<file path="src/rtl/if_id_reg_if.sv">
`default_nettype none
// ============================================================================
// Module   : if_id_reg_if
// Brief    : F->D pipeline register bus: fetch-side inputs, hazard controls,
//            D-stage outputs. Perf counter signals exist with IF_ID_PERF_EN.
// Revision : 1.0  initial release
// ============================================================================
interface if_id_reg_if;
  logic        req;
  logic        stall;
  logic        flush;
  logic [31:0] f_pc;
  logic [31:0] f_instr;
  logic        f_bd;
  logic [31:0] d_pc;
  logic [31:0] d_instr;
  logic [4:0]  d_exccode;
  logic        d_bd;
  logic        d_valid;
`ifdef IF_ID_PERF_EN
  logic [31:0] perf_stall_cnt;
  logic [31:0] perf_bubble_cnt;

  modport master (
    output req, stall, flush, f_pc, f_instr, f_bd,
    input  d_pc, d_instr, d_exccode, d_bd, d_valid,
    input  perf_stall_cnt, perf_bubble_cnt
  );

  modport slave (
    input  req, stall, flush, f_pc, f_instr, f_bd,
    output d_pc, d_instr, d_exccode, d_bd, d_valid,
    output perf_stall_cnt, perf_bubble_cnt
  );
`else
  modport master (
    output req, stall, flush, f_pc, f_instr, f_bd,
    input  d_pc, d_instr, d_exccode, d_bd, d_valid
  );

  modport slave (
    input  req, stall, flush, f_pc, f_instr, f_bd,
    output d_pc, d_instr, d_exccode, d_bd, d_valid
  );
`endif
endinterface
`default_nettype wire

</file>
<file path="src/rtl/if_id_reg.sv">
`default_nettype none
// ============================================================================
// Module   : if_id_reg
// Brief    : F->D pipeline register with fetch AdEL detection, stall, flush
//            and exception redirect. Optional IF_ID_PERF_EN adds counters.
// Revision : 1.0  initial release
// ============================================================================
module if_id_reg #(
  parameter logic [31:0] PC_RESET   = 32'h0000_3000,
  parameter logic [31:0] PC_HANDLER = 32'h0000_4180,
  parameter logic [31:0] IM_LO      = 32'h0000_3000,
  parameter logic [31:0] IM_HI      = 32'h0000_6FFC
) (
  input  wire logic  clk,
  input  wire logic  reset,
  if_id_reg_if.slave bus
);

  localparam logic [4:0] c_EXC_NONE = 5'd0;
  localparam logic [4:0] c_EXC_ADEL = 5'd4;

  logic [31:0] r_pc;
  logic [31:0] r_instr;
  logic [4:0]  r_exccode;
  logic        r_bd;
  logic        r_valid;

  logic        w_fetch_bad;
  logic [31:0] w_pc_nxt;
  logic [31:0] w_instr_nxt;
  logic [4:0]  w_exccode_nxt;
  logic        w_bd_nxt;
  logic        w_valid_nxt;

  // Misaligned or outside the instruction memory window -> AdEL
  always_comb begin
    w_fetch_bad = (bus.f_pc[1:0] != 2'b00) || (bus.f_pc < IM_LO) || (bus.f_pc > IM_HI);
  end

  always_comb begin
    w_pc_nxt      = r_pc;
    w_instr_nxt   = r_instr;
    w_exccode_nxt = r_exccode;
    w_bd_nxt      = r_bd;
    w_valid_nxt   = r_valid;
    if (bus.req) begin
      w_pc_nxt      = PC_HANDLER;
      w_instr_nxt   = 32'h0;
      w_exccode_nxt = c_EXC_NONE;
      w_bd_nxt      = 1'b0;
      w_valid_nxt   = 1'b0;
    end else if (bus.stall) begin
      // hold: flush is dropped because F re-fetches the same instruction
      w_pc_nxt      = r_pc;
    end else if (bus.flush) begin
      w_pc_nxt      = bus.f_pc;
      w_instr_nxt   = 32'h0;
      w_exccode_nxt = c_EXC_NONE;
      w_bd_nxt      = 1'b0;
      w_valid_nxt   = 1'b0;
    end else begin
      w_pc_nxt      = bus.f_pc;
      w_instr_nxt   = w_fetch_bad ? 32'h0 : bus.f_instr;
      w_exccode_nxt = w_fetch_bad ? c_EXC_ADEL : c_EXC_NONE;
      w_bd_nxt      = bus.f_bd;
      w_valid_nxt   = 1'b1;
    end
  end

  always_ff @(posedge clk) begin
    if (reset) begin
      r_pc      <= PC_RESET;
      r_instr   <= 32'h0;
      r_exccode <= c_EXC_NONE;
      r_bd      <= 1'b0;
      r_valid   <= 1'b0;
    end else begin
      r_pc      <= w_pc_nxt;
      r_instr   <= w_instr_nxt;
      r_exccode <= w_exccode_nxt;
      r_bd      <= w_bd_nxt;
      r_valid   <= w_valid_nxt;
    end
  end

  assign bus.d_pc      = r_pc;
  assign bus.d_instr   = r_instr;
  assign bus.d_exccode = r_exccode;
  assign bus.d_bd      = r_bd;
  assign bus.d_valid   = r_valid;

`ifdef IF_ID_PERF_EN
  logic [31:0] r_perf_stall_cnt;
  logic [31:0] r_perf_bubble_cnt;
  logic        w_stall_evt;
  logic        w_bubble_evt;

  assign w_stall_evt  = bus.stall & ~bus.req;
  assign w_bubble_evt = bus.flush & ~bus.stall & ~bus.req;

  // Saturating counters; req does not clear them, only reset does
  always_ff @(posedge clk) begin
    if (reset) begin
      r_perf_stall_cnt  <= 32'h0;
      r_perf_bubble_cnt <= 32'h0;
    end else begin
      if (w_stall_evt && (r_perf_stall_cnt != 32'hFFFF_FFFF))
        r_perf_stall_cnt <= r_perf_stall_cnt + 32'd1;
      if (w_bubble_evt && (r_perf_bubble_cnt != 32'hFFFF_FFFF))
        r_perf_bubble_cnt <= r_perf_bubble_cnt + 32'd1;
    end
  end

  assign bus.perf_stall_cnt  = r_perf_stall_cnt;
  assign bus.perf_bubble_cnt = r_perf_bubble_cnt;
`endif

endmodule
`default_nettype wire

</file>
<file path="src/flat_wrapper.sv">
// flat-port wrapper written by rule: the top's interface ports become plain ports
module if_id_reg_flat 
#(
  parameter logic [31:0] PC_RESET   = 32'h0000_3000,
  parameter logic [31:0] PC_HANDLER = 32'h0000_4180,
  parameter logic [31:0] IM_LO      = 32'h0000_3000,
  parameter logic [31:0] IM_HI      = 32'h0000_6FFC
)
  (clk, reset, bus_req, bus_stall, bus_flush, bus_f_pc, bus_f_instr, bus_f_bd, bus_d_pc, bus_d_instr, bus_d_exccode, bus_d_bd, bus_d_valid);
  if_id_reg_if bus_i ();
  input  wire logic clk;
  input  wire logic reset;
  input wire logic [$bits(bus_i.req)-1:0] bus_req;
  input wire logic [$bits(bus_i.stall)-1:0] bus_stall;
  input wire logic [$bits(bus_i.flush)-1:0] bus_flush;
  input wire logic [$bits(bus_i.f_pc)-1:0] bus_f_pc;
  input wire logic [$bits(bus_i.f_instr)-1:0] bus_f_instr;
  input wire logic [$bits(bus_i.f_bd)-1:0] bus_f_bd;
  output wire logic [$bits(bus_i.d_pc)-1:0] bus_d_pc;
  output wire logic [$bits(bus_i.d_instr)-1:0] bus_d_instr;
  output wire logic [$bits(bus_i.d_exccode)-1:0] bus_d_exccode;
  output wire logic [$bits(bus_i.d_bd)-1:0] bus_d_bd;
  output wire logic [$bits(bus_i.d_valid)-1:0] bus_d_valid;
  assign bus_i.req = bus_req;
  assign bus_i.stall = bus_stall;
  assign bus_i.flush = bus_flush;
  assign bus_i.f_pc = bus_f_pc;
  assign bus_i.f_instr = bus_f_instr;
  assign bus_i.f_bd = bus_f_bd;
  assign bus_d_pc = bus_i.d_pc;
  assign bus_d_instr = bus_i.d_instr;
  assign bus_d_exccode = bus_i.d_exccode;
  assign bus_d_bd = bus_i.d_bd;
  assign bus_d_valid = bus_i.d_valid;
  if_id_reg #(.PC_RESET(PC_RESET), .PC_HANDLER(PC_HANDLER), .IM_LO(IM_LO), .IM_HI(IM_HI)) u_core (.clk(clk), .reset(reset), .bus(bus_i));
endmodule
</file>
<file path="config.mk">
export PLATFORM = sky130hd
export DESIGN_NAME = if_id_reg_flat
export DESIGN_NICKNAME = d
export VERILOG_FILES = /design/src/rtl/if_id_reg_if.sv /design/src/rtl/if_id_reg.sv /design/src/flat_wrapper.sv
export SDC_FILE = /design/constraint.sdc
export NUM_CORES = 1
export LEC_CHECK = 0
export CAP_MARGIN = 20
export CORE_ASPECT_RATIO = 0.9
export CORE_MARGIN = 1.5
export CORE_UTILIZATION = 41
export CTS_BUF_LIST = sky130_fd_sc_hd__clkbuf_4
export CTS_CLUSTER_DIAMETER = 150
export DETAILED_ROUTE_END_ITERATION = 10
export GPL_ROUTABILITY_DRIVEN = 0
export PLACE_DENSITY_LB_ADDON = 0.05
export SYNTH_ARGS = -nofsm -noshare
export SYNTH_HDL_FRONTEND = slang
export SYNTH_SLANG_ARGS = --single-unit
export TNS_END_PERCENT = 5
</file>
<file path="constraint.sdc">
create_clock -name clk -period 1.6 [get_ports clk]
set_input_delay 0.16 -clock clk [delete_from_list [all_inputs] [get_ports clk]]
set_output_delay 0.16 -clock clk [all_outputs]
set_load 0.01 [all_outputs]
</file>
## Word level (Yosys, flattened, before mapping)

Index checks and enable logic that the tools add are counted.

- Equality and inequality tests: 1
- Order comparisons: 2
- Mux-type cells: 8
- Reductions and logical operators: 4

Operators with widths:

| operator | count |
|---|---|
| 32-bit 2-to-1 mux | 2 |
| 32-bit by 15-bit greater-than comparator with 1-bit output (second input constant) | 1 |
| 32-bit by 14-bit < comparator with 1-bit output (second input constant) | 1 |
| 15-bit 2-to-1 mux | 2 |
| 5-bit 2-to-1 mux | 1 |
| 3-bit 2-to-1 mux | 1 |
| 1-bit logical OR | 2 |
| 1-bit 2-to-1 mux | 2 |
| 2-bit inequality test (second input constant) | 1 |
| 2-bit nonzero test | 1 |
| 2-bit OR reduction | 1 |

- Input port bits: 70
- Register bits: 71
- Word-level logic and storage cells: 21

## Longest topological paths before layout

- Word-level depth: 5
- Gate-level depth with buffers: 5

## Least setup slack after synthesis

OpenSTA, ideal clock, no wires.

- Kind: input to register
- Start: input port bus_f_pc[24]
- End: register u_core.r_instr[0] (netlist: u_core.bus.d_instr[0])
- Setup time: 0.067 ns
- Path slack: 0.144 ns
- Path buffers: 1
- Cell stages on the path: 5
- Data arrival time: 1.389 ns
- Data required time: 1.533 ns
- Cells stage by stage: or4_1 > nor3_2 > nand4_2 > buf_6 > o21ai_2

- Longest elaborated chain between the ends: 5

RTL lines:

| element | RTL line | RTL |
|---|---|---|
| from (decl) | flat_wrapper.sv:16 | `input wire logic [$bits(bus_i.f_pc)-1:0] bus_f_pc;` |
| 32-bit by 14-bit < comparator with 1-bit output | if_id_reg.sv:37 | `w_fetch_bad = (bus.f_pc[1:0] != 2'b00) \|\| (bus.f_pc < IM_LO) \|\| (bus.f_pc > IM_HI);` |
| 1-bit logical OR | if_id_reg.sv:37 |  |
| 1-bit logical OR (*) | if_id_reg.sv:37 |  |
| 32-bit 2-to-1 mux (*) | if_id_reg.sv:63 | `w_instr_nxt = w_fetch_bad ? 32'h0 : bus.f_instr;` |
| 32-bit 2-to-1 mux (*) | if_id_reg.sv:55 | `end else if (bus.flush) begin` |
| to (signal assigned) | if_id_reg.sv:79 | `r_instr <= w_instr_nxt;` |
| to (decl) | if_id_reg.sv:23 | `logic [31:0] r_instr;` |

Every way passes the cells marked *; elsewhere a longest branch is shown, timed or not.
A chain may end at the register's enable or synchronous reset.

## Worst setup path after layout

- Start: input port bus_f_pc[24]
- End: register u_core.r_instr[4] (netlist: u_core.bus.d_instr[4])

The elaborated chain is that of the path after synthesis.

==> summary.md <==
| Metric | Value |
|---|---|
| Max-Cap Viols | `0` |
| Crit Path Max Fanout | `32` |
| Max clock buf depth | `2` |
| Hold Buf Count CTS | `0` |
| Outcome | `complete, no violations` |
| Root cell of the clock tree | `clkbuf_4` |
| Die area | `0.007101 mm2` |
| PwrDens | `718.0 mW/mm2` |
| Width of the die | `88.66 um` |
| Post-Synthesis Cells | `281` |
| Drt pass-1 iters | `4` |
| Diodes inserted | `0` |
| Clk slew on worst S/H paths | `100 ps` |
| Fmax | `638.8 MHz` |
| Total of warnings raised by yosys | `0` |
| Post-synthesis sequential area ratio | `49.54%` |
| R2R depth | `3` |
| GR Util met1 | `25.06%` |
| Critical-path top delay cell | `or4_1` |
| Post-synth EDFFs | `0` |
| Fin crit period | `1566 ps` |
| Layout fillers | `511` |
| Die Ht | `80.10 um` |
| Placed inst area | `0.004202 mm2` |
| Max-slew violations | `0` |
| Setup CP Type | `primary input to register` |
| 1st-iter DRT viols | `89` |
| Final setup margin | `34.44 ps` |
| RSZ-0062 raised after global routing | `no` |
| Max IR drop VDD | `0.5727 mV` |
| Storage cell area | `0.001341 mm2` |
| Fin util | `68.73%` |
| Library cells used by synthesis | `31` |
| Most frequent cells in the layout | `clkdlybuf4s50_1, dfxtp_1, nand3_1, nor2_1, o21ai_2` |
| Syn Area/Cell | `9.636 um2` |
| Worst path bufs/invs | `2` |
| Final hold violation count | `0` |
| Grt met2 use | `32.58%` |
| FF-to-FF setup slack | `790 ps` |
| Arr. time, crit path | `1900 ps` |
| Vias in the first global route | `2368` |
| Clock buffer count from CTS | `9` |
| DRT Wirelength | `7223 um` |
| Async SR Flop Fraction | `0%` |
| Ys flop type | `dfxtp_1` |
| Clock Latency Late Sink | `390 ps` |
| Via count | `2527` |
| Post-CTS setup buffers | `0` |
| Drt wl/cell | `14.27 um` |
| Initial antenna violation count | `0` |
| Kind of cell adding the most delay to the critical path | `simple AND/OR/NAND/NOR gates` |
| Pre-CTS setup slack | `-376.6 ps` |
| Worst EP required | `1940 ps` |
| Layout area overhead | `58.64%` |
| Crit end category | `register` |
| Setup violators final | `0` |
| Gr usage total | `20.66%` |
| H-tree lvl count | `3` |
| Hold WC Path Type | `primary input to register` |
| Worst Skew | `0 ps` |
| Post-CTS sizing | `0` |
| Drt drc | `0` |
| Setup tns final | `0 ps` |
| Leakage power | `0.001599 uW` |
| GR Overflow Total | `0` |
| Number of cells on the critical path | `6` |
| Routed Antenna Nets | `0` |
| Fin Hold WS | `268.5 ps` |
| Global-route wire length before repair | `11140 um` |
| Clock Sinks | `67` |
| Hold path cells | `4` |
| Core Rows | `27` |
| Multi-input logic area | `0.001236 mm2` |
| Vias per std cell | `4.994` |
| Commonest non-fill, non-tap cell in the layout | `clkdlybuf4s50_1` |
| Initial Util | `43.32%` |
| Layout cells sized above 1 | `15.27%` |
| Yosys reg bits | `67` |
| Final period util | `97.85%` |
| Crit-path cells | `clkdlybuf4s50_1, or4_1, nor3_2, nand4_2, buf_12, o21ai_2` |
| CTS tree | `built` |
| Post-Layout Inst Area | `0.004295 mm2` |
| GR peak layer | `met2` |
| CORE AREA | `0.006250 mm2` |
| PortBufs | `136` |
| Startpoint types | `primary input` |
| Met3 usage | `8.941%` |
| Largest stage delay, worst path | `580 ps` |
| Largest net degree at the start of global routing | `41` |
| Top Ports | `141` |
| Mapped Area | `0.002708 mm2` |
| Layout Nets | `487` |
| Final HPWL DP | `5166 um` |
[logic make-up (layout without fill, tap and decap cells)]
group	after synthesis	in the layout	synth area share (%)
AO/OA/AOI/OAI	40	40	12.29
flip-flops	67	67	49.54
AND/OR/NAND/NOR	114	114	21.49
buffers and inverters	29	164	5.499
multiplexers	29	29	10.72
XOR/XNOR	1	1	0.3235
other	1	4	0.1385
[Yosys cell counts (all sizes together), types with 3 or more instances]
master | n | area (um2)
nor2 | 34 | 127.6
clkbuf | 17 | 63.81
buf | 11 | 81.33
or4 | 3 | 26.27
dfxtp | 67 | 1341
and2 | 3 | 18.77
a211oi | 3 | 22.52
nand3 | 64 | 320.3
mux2i | 29 | 290.3
nor3 | 3 | 20.02
o21ai | 32 | 272.8
[sequential cells by signal (all words and copies together) (netlist names)]
name and flops:
u_core.bus.d_valid 1, u_core.bus.d_pc 32, u_core.bus.d_instr 32, u_core.bus.d_exccode 1, u_core.bus.d_bd 1
[worst register-to-register path, delay by kind of cell, from the launching register on]
kind,cells,cell delay [ps]
AND/OR/NAND/NOR,2,210
AO/OA/AOI/OAI,1,160
flip-flops,1,320
[through the flow]
step / instances / power (uW)
floorplan: 284 / 1944
CTS: 506 / 3118
global placement: 493 / 2248
finish: 506 / 3084
global route: 506 / 3232
detailed placement: 493 / 2253
[power by group]
group	switching [uW]	total (uW)	internal [uW]	leakage (uW)
combinational	206	497	291	0.000998
sequential	16.7	1720	1700	0.000544
clock	526	870	344	0.0000568
total	749	3080	2340	0.00160
[final cells by class]
type | count | area share [%]
multi-input combinational | 188 | 28.78
clock inverter | 1 | 0.08739
tap | 87 | 2.534
clock buffer | 12 | 2.097
sequential | 67 | 31.23
inverter | 1 | 0.08739
timing repair buffer | 150 | 35.19
[per-layer routing]
metal  share of wire, %  vias to the layer above
met5                  0                        -
met4                1.0                        0
met3                8.7                        7
met2                 46                       93
met1                 44                     1167
li1                   -                     1260
[worst paths after layout]
| kind | end | startpoint |
|---|---|---|
| setup reg to reg | u_core.bus.d_pc[14] | u_core.bus.d_pc[14] |
| hold reg to reg | u_core.bus.d_instr[27] | u_core.bus.d_instr[27] |
| hold / removal | u_core.bus.d_instr[27] | bus_stall |
| setup / recovery | u_core.bus.d_instr[4] | bus_f_pc[24] |
(Power assumes the default switching activity.)
